--- src/rtl/ntt_agu_pkg.sv ---
// Shared constants and types for the NTT address generation unit.
// AGU_ITER_OFFSET_EN widens the memory address by the iteration number.
package ntt_agu_pkg;

    localparam int D_WIDTH  = 8;
    localparam int R_WIDTH  = 2;
    localparam int MA_WIDTH = D_WIDTH - R_WIDTH;
    localparam int K        = 2;
    localparam int LATENCY  = 6;
    localparam int DEGREE   = 2 ** D_WIDTH;
    localparam int RADIX    = 2 ** R_WIDTH;
    localparam int N_DIGITS = D_WIDTH / R_WIDTH;
    localparam int IT_W     = (K > 1) ? $clog2(K) : 1;
    // One extra state beyond K-1 marks the finished run.
    localparam int IT_CNT_W = $clog2(K + 1);

`ifdef AGU_ITER_OFFSET_EN
    localparam int MA_OUT_W = MA_WIDTH + IT_W;
`else
    localparam int MA_OUT_W = MA_WIDTH;
`endif

    typedef struct packed {
        logic                valid;
        logic                last;
        logic [R_WIDTH-1:0]  bn;
        logic [MA_OUT_W-1:0] ma;
    } pipe_t;

endpackage

--- src/rtl/ntt_agu_if.sv ---
// Output bus of the AGU toward the bank crossbar and address ports.
// The MA_idx width follows AGU_ITER_OFFSET_EN through MA_OUT_W.
interface ntt_agu_if;
    import ntt_agu_pkg::*;

    logic                AGU_enable;
    logic [MA_OUT_W-1:0] MA_idx;
    logic [R_WIDTH-1:0]  BN_idx;
    logic                BN_MA_out_en;
    logic                AGU_done_out;

    modport master (
        input  AGU_enable,
        output MA_idx,
        output BN_idx,
        output BN_MA_out_en,
        output AGU_done_out
    );

    modport slave (
        output AGU_enable,
        input  MA_idx,
        input  BN_idx,
        input  BN_MA_out_en,
        input  AGU_done_out
    );

endinterface

--- src/rtl/ntt_agu_bank_map.sv ---
// Conflict-free bank selection: sum of the radix digits of j, modulo RADIX.
module ntt_agu_bank_map
    import ntt_agu_pkg::*;
(
    input  logic [D_WIDTH-1:0] j_idx,
    output logic [R_WIDTH-1:0] bn_idx
);

    logic [R_WIDTH-1:0] digit [0:N_DIGITS-1];

    genvar gi;
    generate
        for (gi = 0; gi < N_DIGITS; gi++) begin : g_digit
            assign digit[gi] = j_idx[gi*R_WIDTH +: R_WIDTH];
        end
    endgenerate

    // R_WIDTH-bit accumulation wraps naturally, giving the mod-RADIX result.
    always_comb begin
        bn_idx = '0;
        for (int d = 0; d < N_DIGITS; d++) begin
            bn_idx = bn_idx + digit[d];
        end
    end

endmodule

--- src/rtl/ntt_agu.sv ---
// NTT address generation unit: index counter, bank mapping, fixed-latency delay pipe, done flag.
// AGU_ITER_OFFSET_EN places each polynomial in its own address region.
module ntt_agu
    import ntt_agu_pkg::*;
(
    input  logic     clk,
    input  logic     rst,
    ntt_agu_if.master agu
);

    localparam logic [IT_CNT_W-1:0] IT_END  = IT_CNT_W'(K);
    localparam logic [IT_CNT_W-1:0] IT_LAST = IT_CNT_W'(K - 1);
    localparam logic [D_WIDTH-1:0]  J_LAST  = D_WIDTH'(DEGREE - 1);

    logic [D_WIDTH-1:0]  j_q, j_d;
    logic [IT_CNT_W-1:0] it_q, it_d;
    logic                inject;
    logic [R_WIDTH-1:0]  bn_w;
    logic [MA_OUT_W-1:0] ma_w;
    pipe_t               stage_in;
    pipe_t               pipe_q [0:LATENCY-2];
    pipe_t               pipe_d [0:LATENCY-2];
    pipe_t               out_q, out_d;
    logic                done_q, done_d;

    ntt_agu_bank_map u_bank_map (
        .j_idx  (j_q),
        .bn_idx (bn_w)
    );

    // Once it reaches K the counter freezes and enable is ignored until reset.
    always_comb begin
        inject = agu.AGU_enable && (it_q != IT_END);
        j_d    = j_q;
        it_d   = it_q;
        if (inject) begin
            j_d = j_q + D_WIDTH'(1);
            if (j_q == J_LAST) begin
                it_d = it_q + IT_CNT_W'(1);
            end
        end
    end

    always_comb begin
`ifdef AGU_ITER_OFFSET_EN
        ma_w = {it_q[IT_W-1:0], j_q[D_WIDTH-1:R_WIDTH]};
`else
        ma_w = j_q[D_WIDTH-1:R_WIDTH];
`endif
        stage_in       = '0;
        stage_in.valid = inject;
        stage_in.last  = inject && (j_q == J_LAST) && (it_q == IT_LAST);
        stage_in.bn    = bn_w;
        stage_in.ma    = ma_w;
    end

    assign pipe_d[0] = stage_in;

    genvar gi;
    generate
        for (gi = 1; gi < LATENCY - 1; gi++) begin : g_pipe
            assign pipe_d[gi] = pipe_q[gi-1];
        end
    endgenerate

    // Output stage only reloads data on a valid entry so bubbles hold the last pair.
    always_comb begin
        out_d       = out_q;
        out_d.valid = 1'b0;
        out_d.last  = 1'b0;
        if (pipe_q[LATENCY-2].valid) begin
            out_d = pipe_q[LATENCY-2];
        end
        done_d = done_q | (out_q.valid & out_q.last);
    end

    always_ff @(posedge clk or posedge rst) begin
        if (rst) begin
            j_q    <= '0;
            it_q   <= '0;
            out_q  <= '0;
            done_q <= 1'b0;
            for (int i = 0; i < LATENCY - 1; i++) begin
                pipe_q[i] <= '0;
            end
        end else begin
            j_q    <= j_d;
            it_q   <= it_d;
            out_q  <= out_d;
            done_q <= done_d;
            for (int i = 0; i < LATENCY - 1; i++) begin
                pipe_q[i] <= pipe_d[i];
            end
        end
    end

    assign agu.MA_idx       = out_q.ma;
    assign agu.BN_idx       = out_q.bn;
    assign agu.BN_MA_out_en = out_q.valid;
    assign agu.AGU_done_out = done_q;

endmodule

--- src/flat_wrapper.sv ---
// flat-port wrapper written by rule: the top's interface ports become plain ports
module ntt_agu_flat import ntt_agu_pkg::*;
  (clk, rst, agu_AGU_enable, agu_MA_idx, agu_BN_idx, agu_BN_MA_out_en, agu_AGU_done_out);
  ntt_agu_if agu_i ();
  input  logic clk;
  input  logic rst;
  input wire logic [$bits(agu_i.AGU_enable)-1:0] agu_AGU_enable;
  output wire logic [$bits(agu_i.MA_idx)-1:0] agu_MA_idx;
  output wire logic [$bits(agu_i.BN_idx)-1:0] agu_BN_idx;
  output wire logic [$bits(agu_i.BN_MA_out_en)-1:0] agu_BN_MA_out_en;
  output wire logic [$bits(agu_i.AGU_done_out)-1:0] agu_AGU_done_out;
  assign agu_i.AGU_enable = agu_AGU_enable;
  assign agu_MA_idx = agu_i.MA_idx;
  assign agu_BN_idx = agu_i.BN_idx;
  assign agu_BN_MA_out_en = agu_i.BN_MA_out_en;
  assign agu_AGU_done_out = agu_i.AGU_done_out;
  ntt_agu u_core (.clk(clk), .rst(rst), .agu(agu_i));
endmodule
--- config.mk ---
export PLATFORM = sky130hd
export DESIGN_NAME = ntt_agu_flat
export DESIGN_NICKNAME = d
export VERILOG_FILES = /design/src/rtl/ntt_agu_pkg.sv /design/src/rtl/ntt_agu_if.sv /design/src/rtl/ntt_agu_bank_map.sv /design/src/rtl/ntt_agu.sv /design/src/flat_wrapper.sv
export SDC_FILE = /design/constraint.sdc
export NUM_CORES = 1
export LEC_CHECK = 0
export CORE_MARGIN = 2
export CORE_UTILIZATION = 51
export DETAILED_ROUTE_END_ITERATION = 16
export PLACE_DENSITY = 0.73
export REMOVE_ABC_BUFFERS = 1
export SETUP_SLACK_MARGIN = 0.2
export SKIP_LAST_GASP = 1
export SYNTH_ARGS = -nofsm -noshare
export SYNTH_HDL_FRONTEND = slang
export SYNTH_HIERARCHICAL = 1
export SYNTH_SLANG_ARGS = --single-unit
--- constraint.sdc ---
create_clock -name clk -period 2.2 [get_ports clk]
set_input_delay 0.33 -clock clk [delete_from_list [all_inputs] [get_ports clk]]
set_output_delay 0.33 -clock clk [all_outputs]
set_load 0.05 [all_outputs]
==> results of run 1 <==
stage by stage:
| step | setup slack, ns | power, uW | util | hold slack, ns |
|---|---|---|---|---|
| 2_1_floorplan | 0.07343 | 1358 | - | 0.3312 |
| 3_3_place_gp | 0.4777 | 1376 | 0.5613 | 0.3313 |
| 3_5_place_dp | 0.4162 | 1379 | 0.5613 | 0.3347 |
| 4_1_cts | 0.3611 | 2617 | 0.6181 | 0.3445 |
| 5_1_grt | 0.3309 | 2667 | 0.6181 | 0.3529 |
| 6_report | 0.3857 | 2580 | 0.6181 | 0.3423 |
logic make-up (layout without fill, tap and decap cells):
kind of cell             count (synthesis)  count (layout)  share of synthesized area
flip-flops                              71              71                     0.7837
AND/OR/NAND/NOR                         13              13                    0.04194
buffers and inverters                   13              34                    0.03532
XOR/XNOR                                12              12                    0.05574
multiplexers                            10              10                    0.04912
adder cells (fa/ha/maj)                  5               5                    0.03091
AO/OA/AOI/OAI                            1               1                   0.003312
per-layer routing:
metal / vias to the layer above / GRT usage / part of all wire
li1: 431 / - / -
met1: 477 / 0.1447 / 0.43
met2: 19 / 0.1908 / 0.50
met3: 7 / 0.03989 / 0.033
met4: 0 / 0.1069 / 0.031
met5: - / 0 / 0
sequential cells by signal, summed over array words and instances, names as in the netlist, 2 cells and up:
signal / flops
u_core/agu.BN_idx: 2
u_core/agu.MA_idx: 6
u_core/pipe_q: 10
u_core/pipe_d: 40
u_core/it_q: 2
u_core/j_q: 8
layout make-up:
type,instances,area [um^2],area share
Tap cell,52,65.06,0.02434
Clock buffer,10,137.6,0.05150
Multi-Input combinational cell,41,410.4,0.1536
Sequential cell,71,1777,0.6648
Inverter,4,15.01,0.005618
Timing Repair Buffer,14,160.2,0.05993
Clock inverter,6,107.6,0.04026
power groups by stage:
stage,Sequential (uW),Combinational [uW],Clock [uW]
finish,1310,38.8,1230
global route,1310,45.6,1310
CTS,1310,40.8,1260
detailed placement,1340,40.9,0
global placement,1340,38.9,0
floorplan,1340,20.9,0
path summary, 6_finish.rpt:
check,end,depth (start not counted),start
worst max-delay path,agu_BN_MA_out_en,1,u_core/agu.BN_MA_out_en$_DFF_PP0_
worst min-delay path,u_core/pipe_d[25]$_DFF_PP0_,0,u_core/pipe_d[35]$_DFF_PP0_
worst max register to register,u_core/pipe_d[37]$_DFF_PP0_,4,u_core/j_q[2]$_DFFE_PP0P_
worst min register to register,u_core/pipe_d[25]$_DFF_PP0_,0,u_core/pipe_d[35]$_DFF_PP0_
max in group asynchronous,u_core/pipe_d[36]$_DFF_PP0_,3,rst
min in group asynchronous,u_core/agu.MA_idx[1]$_DFFE_PP0P_,2,rst
placed cells by master, fill, tap and decap left out, drive strengths merged:
master / n
dfrtp: 71
clkdlybuf4s50: 12
clkbuf: 10
xnor2: 10
mux2: 9
ha: 4
inv: 4
bufinv: 3
nand2: 3
clkinv: 2
nand4: 2
buf: 2
and4b: 2
nand3: 2
clkinvlp: 1
nor2b: 1
xor2: 1
and2: 1
and4: 1
nor2: 1
a21o: 1
mux2i: 1
xnor3: 1
fa: 1
synth_stat cells, types with 2 or more instances:
| library cell | count | area share |
|---|---|---|
| sky130_fd_sc_hd__buf_4 | 8 | 0.026 |
| sky130_fd_sc_hd__ha_1 | 4 | 0.022 |
| sky130_fd_sc_hd__inv_1 | 4 | 0.0066 |
| sky130_fd_sc_hd__dfrtp_1 | 71 | 0.78 |
| sky130_fd_sc_hd__xnor2_1 | 9 | 0.035 |
| sky130_fd_sc_hd__mux2_2 | 9 | 0.045 |
| sky130_fd_sc_hd__nand4_1 | 2 | 0.0055 |
| sky130_fd_sc_hd__nand2_1 | 3 | 0.0050 |
==> results_dict.tcl, run 1 <==
set metrics [dict create \
    clock_latency_ns 0.33 \
    pwr_per_cell_area_nw_per_um2 965.4 \
    slew_viol_final 0 \
    detail_route.wl_per_cell_um 13.15 \
    placed_cells_incl_taps 182 \
    endpoint_kind "output port" \
    setup.reg_to_reg.worst_slack_ns 0.43 \
    cts.reportedPaths.clkPinSlew_ns 0.07 \
    routed-via-count 934 \
    net-switching-power_uw 478.4 \
    timing.clock.skew_ns 0.006679 \
    synth_cell_type_count 23 \
    vias_in_the_first_global_route 996 \
    max-slew-margin-rel 0.6145 \
    filler_instances 321 \
    start_util 0.5243 \
    timing.critical_path.arrival_ns 1.48 \
    ctsHtreeMaxLevel 3 \
    final_design_area_no_fill_um2 2673 \
    timing_hold_violations_final 0 \
    clock_tree.root_cell "sky130_fd_sc_hd__clkbuf_8" \
    drive_above_1_share 0.2123 \
    totalNegativeSetupSlack_ns 0 \
    netlist_instances 125 \
    place.port_buffers 12 \
    report.final.setup_viol 0 \
    resized_cells_post_cts 0 \
    cp.required_ns 1.87 \
    grt_first_pass_wirelength_um 4485 \
    grtUsageTotal 0.1255 \
    die_area_um2 4995 \
    num_io_pins 13 \
    detail_route.iter0.violations 75 \
    combinationalPowerShare 0.015 \
    postSynthRegisterBits 71 \
    finalNetCount 149 \
    critPathMaxStageDelay_ns 0.80 \
    grt_antenna_before_repair 0 \
    grt_max_degree 27 \
    finalCriticalPeriod_ns 1.814 \
    drt-total-wl_um 2604 \
    numCtsBuffers 9 \
    synth.yosys.seq_area_share 0.7837 \
    syn_avg_cell_area_um2 18.14 \
    power.switching_fraction 0.1854 \
    async_reset_ff_frac 1.000 \
    cts_buffer_depth 2 \
    grt_overflow 0 \
    mapped_area_um2 2267 \
    drcViolationCount 0 \
    dp.final_hpwl_um 1666 \
    synth_enable_flop_cells 0 \
    dpl_cell_area_um2 2427 \
    grt_setup_unrepaired "no" \
    max_freq_mhz 551.2 \
    path_delay_family "buffers and inverters" \
    insertedDiodeCount 0 \
    gpl.final_weighted_congestion 0.7445 \
    row_count 24 \
    path_cells "clkdlybuf4s50_1" \
    critPathSlowestCell "sky130_fd_sc_hd__clkdlybuf4s50_1" \
    timing_worst_slew_pin_value_ns 0.5775 \
    post_cts.repair.setup_buffers 0 \
    p_int_uw 2102 \
    path_max_fanout 2 \
    ys_dominant_reg_cell "sky130_fd_sc_hd__dfrtp_1" \
    postCtsHoldBufs 0 \
    die_y_um 70.68 \
    core_area_um2 4324 \
    firstDrtPassIters 2 \
    flow.area_growth_from_synthesis_pct 17.88 \
    number_of_warnings_printed_during_yosys_synthesis 6 \
    power.clock.fraction 0.476 \
    peakVddDrop_uv 629.7 \
    cap_violations 0 \
    route.detailed.vias_per_inst 4.717 \
    crit_type "flop to output port" \
    tritoncts "built" \
    worst_min_path_class "flop to flop" \
    status "finished, final reports clean" \
    die_w_um 70.68 \
    crit_buf_inv 1 \
    fin_crit_sh 0.8247 \
    instances_no_fill 198 \
    clock_sinks 71 \
    power.static_leakage_uw 0.001352 \
    residual_antenna_violating_net_count_after_detailed_routing 0 \
    crit_path_start_kind "flop" \
    power_frac_seq 0.509 \
]
Power figures use the tool's default switching activity.
==> run 2: changes to the inputs <==
--- a/config.mk
+++ b/config.mk
@@ -6,9 +6,9 @@
 export NUM_CORES = 1
 export LEC_CHECK = 0
 export CORE_MARGIN = 2
-export CORE_UTILIZATION = 51
+export CORE_UTILIZATION = 57
 export DETAILED_ROUTE_END_ITERATION = 16
-export PLACE_DENSITY = 0.73
+export PLACE_DENSITY = 0.77
 export REMOVE_ABC_BUFFERS = 1
 export SETUP_SLACK_MARGIN = 0.2
 export SKIP_LAST_GASP = 1
==> constraint.sdc (replaced) <==
create_clock -name clk -period 1.86 [get_ports clk]
set_input_delay 0.279 -clock clk [delete_from_list [all_inputs] [get_ports clk]]
set_output_delay 0.279 -clock clk [all_outputs]
set_load 0.05 [all_outputs]
==> results_dict.tcl, run 2 (synthesis results as in run 1) <==
set metrics [dict create \
    gpl.final_weighted_congestion 0.7778 \
    numCtsBuffers 9 \
    cts.reportedPaths.clkPinSlew_ns 0.07 \
    ctsHtreeMaxLevel 3 \
    setup.reg_to_reg.worst_slack_ns 0.20 \
    residual_antenna_violating_net_count_after_detailed_routing 0 \
    clock_tree.root_cell "sky130_fd_sc_hd__clkbuf_8" \
    max-slew-margin-rel 0.6691 \
    totalNegativeSetupSlack_ns 0 \
    route.detailed.vias_per_inst 4.837 \
    fin_crit_sh 0.8929 \
    largest_register_ff_count 40 \
    die_y_um 67.07 \
    placed_cells_incl_taps 179 \
    detail_route.iter0.violations 50 \
    peakVddDrop_uv 665.1 \
    drt-total-wl_um 3072 \
    critPathSlowestCell "sky130_fd_sc_hd__fa_1" \
    worst_slack_placed_ns 0.09137 \
    dp.final_hpwl_um 1748 \
    path_cells "fa_1, ha_2, xnor2_2, xnor3_1" \
    finalCriticalPeriod_ns 1.661 \
    place.port_buffers 12 \
    status "finished, final reports clean" \
    die_w_um 67.07 \
    insertedDiodeCount 0 \
    crit_type "flop to flop" \
    num_io_pins 13 \
    grt_setup_unrepaired "yes" \
    drive_above_1_share 0.2230 \
    report.final.setup_viol 0 \
    finalNetCount 151 \
    timing.critical_path.arrival_ns 1.87 \
    grt_max_degree 29 \
    power.static_leakage_uw 0.001371 \
    tritoncts "built" \
    layout_setup_ws_ns 0.1993 \
    max_freq_mhz 602.2 \
    cts_buffer_depth 2 \
    postCtsHoldBufs 0 \
    flow.area_growth_from_synthesis_pct 14.57 \
    highest_count_cells_in_the_layout_ignoring_fill_and_taps "sky130_fd_sc_hd__dfrtp_1, sky130_fd_sc_hd__clkbuf_8, sky130_fd_sc_hd__dlygate4sd2_1" \
    first_element_of_the_critical_path "u_core/j_q[0]$_DFFE_PP0P_" \
    most_common_library_cell_in_the_layout_ignoring_fill_and_taps "sky130_fd_sc_hd__dfrtp_1" \
    grtUsageTotal 0.1807 \
    fin_worst_hold_slack_ns 0.2940 \
    timing.clock.skew_ns 0.007987 \
    vias_in_the_first_global_route 1054 \
    clock_sinks 71 \
    sequential_cell_area_um2 1779 \
    clock_latency_ns 0.33 \
    regToRegStartpoint "u_core/j_q[0]$_DFFE_PP0P_" \
    endpoint_kind "flop" \
    detail_route.wl_per_cell_um 15.67 \
    crit_path_start_kind "flop" \
    start_util 0.6056 \
    pwr_per_cell_area_nw_per_um2 1017 \
    instances_no_fill 196 \
    firstDrtPassIters 4 \
    timing.rr.end "u_core/pipe_d[37]$_DFF_PP0_" \
    path_max_fanout 2 \
    timing_hold_violations_final 0 \
    row_count 22 \
    grt_antenna_before_repair 0 \
    grt_first_pass_wirelength_um 5237 \
    drcViolationCount 0 \
    timing_worst_slew_pin_value_ns 0.4983 \
    critPathMaxStageDelay_ns 0.56 \
    cp.required_ns 2.07 \
    worst_min_path_class "input port to asynchronous set/reset pin" \
    r2r_depth 4 \
    core_area_um2 3744 \
    cap_violations 0 \
    multiInputGateArea_um2 412.9 \
    routed-via-count 948 \
    grt_overflow 0 \
    die_area_um2 4498 \
    filler_instances 255 \
    slew_viol_final 0 \
]
-- run 2: cell types whose count changed in the layout (fill, tap and decap cells not counted), sizes merged --
cell           previous run  this run
clkdlybuf4s50            12         2
dlygate4sd2               0        10
bufinv                    3         0
buf                       2         4
clkbuf                   10        13
clkinv                    2         3
clkinvlp                  1         0
-- run 2: worst max-delay path by stage --
| stage | endpoint | cells past startpoint |
|---|---|---|
| after floorplan | u_core/agu.AGU_done_out$_DFF_PP0_ | 1 |
| after global placement | u_core/pipe_d[37]$_DFF_PP0_ | 4 |
| after detailed placement | u_core/pipe_d[37]$_DFF_PP0_ | 4 |
| after CTS | u_core/pipe_d[37]$_DFF_PP0_ | 4 |
| after global routing | u_core/pipe_d[37]$_DFF_PP0_ | 4 |
| final | u_core/pipe_d[37]$_DFF_PP0_ | 4 |
-- run 2: final cells by class --
class | instances | share of cell area
Timing Repair Buffer | 16 | 0.06262
Sequential cell | 71 | 0.6850
Inverter | 4 | 0.005780
Clock buffer | 13 | 0.05732
Tap cell | 48 | 0.02312
Clock inverter | 3 | 0.007225
Multi-Input combinational cell | 41 | 0.1590
-- run 2: routing by layer --
metal	vias up	wire, um	global-route usage	share of wire
li1	433	-	-	-
met1	485	1223	0.2070	0.40
met2	21	1655	0.2822	0.54
met3	9	112	0.06081	0.036
met4	0	80	0.1301	0.026
met5	-	0	0	0
-- run 2: repair_timing --
action                                 CTS  global route
gates resized for setup                 12             1
setup endpoints to repair               11             1
pin swaps                                0             1
setup buffers                            1             0
endpoints found under the hold margin    0             0
-- run 2: power by group --
group	switching (uW)	leakage, uW	internal [uW]
Clock	521	0.0000874	520
Combinational	33.2	0.000313	15.6
Sequential	3.28	0.000971	1550
Total	557	0.00137	2090
-- run 2: worst max-delay path, delay by kind of cell (launching register included) --
| kind | cells | cell delay, ns |
|---|---|---|
| XOR/XNOR | 2 | 0.36 |
| adder cells (fa/ha/maj) | 2 | 0.76 |
| flip-flops | 1 | 0.43 |
-- run 2: through the flow --
stage	instance area, um^2	power, uW	util
after floorplan	2202	1606	-
after global placement	2430	1627	0.6491
after detailed placement	2430	1631	0.6491
after CTS	2596	2676	0.6935
after global routing	2597	2750	0.6939
final	2597	2643	0.6939
==> run 3: changes to the inputs <==
--- a/config.mk
+++ b/config.mk
@@ -5,10 +5,13 @@
 export SDC_FILE = /design/constraint.sdc
 export NUM_CORES = 1
 export LEC_CHECK = 0
+export ABC_AREA = 1
+export CELL_PAD_IN_SITES_DETAIL_PLACEMENT = 2
+export CELL_PAD_IN_SITES_GLOBAL_PLACEMENT = 2
 export CORE_MARGIN = 2
-export CORE_UTILIZATION = 57
+export CORE_UTILIZATION = 41
 export DETAILED_ROUTE_END_ITERATION = 16
-export PLACE_DENSITY = 0.77
+export PLACE_DENSITY_LB_ADDON = 0.1
 export REMOVE_ABC_BUFFERS = 1
 export SETUP_SLACK_MARGIN = 0.2
 export SKIP_LAST_GASP = 1
==> results_dict.tcl, run 3 <==
set metrics [dict create \
    netlist_instances 174 \
    synth_area_in_compound_gates 0.005211 \
    report.final.setup_viol 0 \
    start_util 0.4308 \
    firstDrtPassIters 2 \
    grt_antenna_before_repair 0 \
    row_count 27 \
    critPathMaxStageDelay_ns 0.51 \
    power.static_leakage_uw 0.001330 \
    path_delay_family "adder cells" \
    synth_commonest_cells "sky130_fd_sc_hd__dfrtp_1, sky130_fd_sc_hd__nand2_1, sky130_fd_sc_hd__inv_1, sky130_fd_sc_hd__buf_4, sky130_fd_sc_hd__mux2_2" \
    detail_route.iter0.violations 32 \
    pwr_per_cell_area_nw_per_um2 1699 \
    ys_dominant_reg_cell "sky130_fd_sc_hd__dfrtp_1" \
    slew_viol_final 0 \
    status "finished, final reports clean" \
    most_common_library_cell_in_the_layout_ignoring_fill_and_taps "sky130_fd_sc_hd__dfrtp_1" \
    timing.clock.skew_ns 0.007687 \
    clock_tree.root_cell "sky130_fd_sc_hd__clkbuf_8" \
    ctsHtreeMaxLevel 3 \
    max-slew-margin-rel 0.6645 \
    crit_path_start_kind "flop" \
    finalCriticalPeriod_ns 1.697 \
    crit_buf_inv 1 \
    grt_setup_unrepaired "yes" \
    drt-total-wl_um 4317 \
    cts.reportedPaths.clkPinSlew_ns 0.07 \
    yosys.area.top_type "sky130_fd_sc_hd__dfrtp_1" \
    grt_max_degree 72 \
    synth_enable_flop_cells 0 \
    drcViolationCount 0 \
    detail_route.wl_per_cell_um 16.11 \
    post_synth_xor_area_fraction 0.02553 \
    residual_antenna_violating_net_count_after_detailed_routing 0 \
    grt_overflow 0 \
    endpoint_kind "flop" \
    timing_worst_slew_pin_value_ns 0.5053 \
    dp.final_hpwl_um 2729 \
    path_cells "fa_1, ha_4, inv_4, nand2_2, nand2_2, nand2_1, nand3_2, nand2_1" \
    synth_top_family_by_area "simple AND/OR/NAND/NOR gates" \
    die_w_um 80.53 \
    peakVddDrop_uv 702.6 \
    yosysMostFrequentCell "sky130_fd_sc_hd__dfrtp_1" \
    worst_slack_placed_ns 0.08685 \
    number_of_warnings_printed_during_yosys_synthesis 6 \
    critPathSlowestCell "sky130_fd_sc_hd__fa_1" \
    synth.yosys.seq_area_share 0.7400 \
    grt_first_pass_wirelength_um 7010 \
    flow.area_growth_from_synthesis_pct 17.04 \
    die_area_um2 6484 \
    cp.required_ns 2.08 \
    layout_setup_ws_ns 0.1635 \
    num_io_pins 13 \
    route.detailed.vias_per_inst 4.537 \
    synth_cell_type_count 20 \
    clock_sinks 71 \
    highest_count_cells_in_the_layout_ignoring_fill_and_taps "sky130_fd_sc_hd__dfrtp_1, sky130_fd_sc_hd__nand2_1, sky130_fd_sc_hd__inv_1" \
    async_reset_ff_frac 1.000 \
    numCtsBuffers 9 \
    clock_latency_ns 0.33 \
    cts_buffer_depth 2 \
    largest_register_ff_count 40 \
    postSynthRegisterBits 71 \
    placed_cells_incl_taps 251 \
    timing.critical_path.arrival_ns 1.92 \
    timing_hold_violations_final 0 \
    vias_in_the_first_global_route 1448 \
    ys_top_cells_by_area "sky130_fd_sc_hd__dfrtp_1, sky130_fd_sc_hd__nand2_1, sky130_fd_sc_hd__mux2_2" \
    crit_type "flop to flop" \
    die_y_um 80.53 \
    cap_violations 0 \
    mapped_area_um2 2401 \
    finalPower_uw 4775 \
    tritoncts "built" \
    fin_crit_sh 0.9121 \
    syn_avg_cell_area_um2 13.80 \
    grtUsageTotal 0.1565 \
    synthDominantCellAreaShare 0.7400 \
    drive_above_1_share 0.2245 \
    path_max_fanout 5 \
    insertedDiodeCount 0 \
    gpl.final_weighted_congestion 0.8184 \
    instances_no_fill 268 \
    place.port_buffers 12 \
    synth_simple_gate_area_frac 0.1027 \
    layout.core_utilization 0.5042 \
    max_freq_mhz 589.4 \
    muxShareOfSynthArea 0.03752 \
    core_area_um2 5574 \
    worst_min_path_class "input port to asynchronous set/reset pin" \
    finalNetCount 199 \
    synth-adder-area-share 0.02918 \
    routed-via-count 1216 \
]
-- run 3: cell count changes in the layout (fill, tap and decap cells not counted), moves of 3 or more --
| cell | change |
|---|---|
| sky130_fd_sc_hd__nand3_2 | +3 |
| sky130_fd_sc_hd__nand2_1 | +28 |
| sky130_fd_sc_hd__nor2_1 | +3 |
| sky130_fd_sc_hd__inv_1 | +14 |
| sky130_fd_sc_hd__nand2_2 | +4 |
| sky130_fd_sc_hd__xnor2_1 | -6 |
| sky130_fd_sc_hd__xor2_1 | +3 |
| sky130_fd_sc_hd__nand3_1 | +3 |
-- run 3: area by class of cell --
| type | instances | area, um^2 |
|---|---|---|
| fillers | 545 | 2764 |
| flip-flops and latches | 71 | 1779 |
| multi-input cells | 73 | 508.0 |
| clock buffers | 12 | 155.1 |
| repair buffers | 15 | 142.6 |
| well taps | 72 | 90.09 |
| inverters | 21 | 81.33 |
| clock inverters | 4 | 53.80 |
-- run 3: worst reg2reg max path, cell delays in order, from the launching register on --
cell and delay [ns]:
sky130_fd_sc_hd__dfrtp_2 0.45, sky130_fd_sc_hd__fa_1 0.51, sky130_fd_sc_hd__ha_4 0.20, sky130_fd_sc_hd__inv_4 0.06, sky130_fd_sc_hd__nand2_2 0.06, sky130_fd_sc_hd__nand2_2 0.09, sky130_fd_sc_hd__nand2_1 0.07, sky130_fd_sc_hd__nand3_2 0.08
sky130_fd_sc_hd__nand2_1 0.07
-- run 3: metal layers --
layer  routed length (um)  part of all wire  up-vias  track usage
met3                  129             0.030        7      0.05056
met2                 2543              0.59       19       0.2792
met4                   76             0.018        0      0.09153
met5                    0                 0        -            0
met1                 1568              0.36      635       0.1584
li1                     -                 -      555            -
-- run 3: worst paths after layout --
kind	slack, ns	startpoint	end	cells after the start
min reg2reg	0.35	u_core/pipe_d[22]$_DFF_PP0_	u_core/pipe_d[12]$_DFF_PP0_	0
max in group asynchronous	1.22	rst	u_core/j_q[0]$_DFFE_PP0P_	3
max	0.16	u_core/j_q[2]$_DFFE_PP0P_	u_core/pipe_d[37]$_DFF_PP0_	8
max reg2reg	0.16	u_core/j_q[2]$_DFFE_PP0P_	u_core/pipe_d[37]$_DFF_PP0_	8
min	0.34	rst	u_core/pipe_d[19]$_DFF_PP0_	3
min in group clk	0.35	u_core/pipe_d[22]$_DFF_PP0_	u_core/pipe_d[12]$_DFF_PP0_	0
-- run 3: repair_timing --
| item | 4_1_cts | 5_1_grt |
|---|---|---|
| cloned | 0 | 0 |
| pin swaps | 0 | 9 |
| hold buffers | 0 | 0 |
| setup endpoints to repair | 11 | 1 |
| buffers inserted | 0 | 1 |
| resized for setup | 11 | 10 |
-- run 3: cell families (layout without fill, tap and decap cells) --
kind of cell               count (synthesis)  after routing
AOI/OAI and AO/OA                          2              2
xor gates and xnor gates                   7              7
buffers and inverters                     30             52
muxes                                      8              8
and+or+nand+nor                           51             51
DFF                                       71             71
adders and majority gates                  5              5
-- run 3: through the flow --
| stage | area, um^2 | setup TNS [ns] | hold slack [ns] |
|---|---|---|---|
| 5_1_grt | 2810 | 0 | 0.3566 |
| 6_report | 2810 | 0 | 0.3394 |
| 3_5_place_dp | 2574 | 0 | 0.3356 |
| 4_1_cts | 2771 | 0 | 0.3421 |
| 3_3_place_gp | 2574 | 0 | 0.3311 |
| 2_1_floorplan | 2336 | -15.31 | 0.3312 |
-- run 3: power breakdown --
| part | internal (uW) | switching, uW | total, uW |
|---|---|---|---|
| Clock | 695 | 554 | 1250 |
| Sequential | 2060 | 299 | 2360 |
| Combinational | 416 | 747 | 1160 |
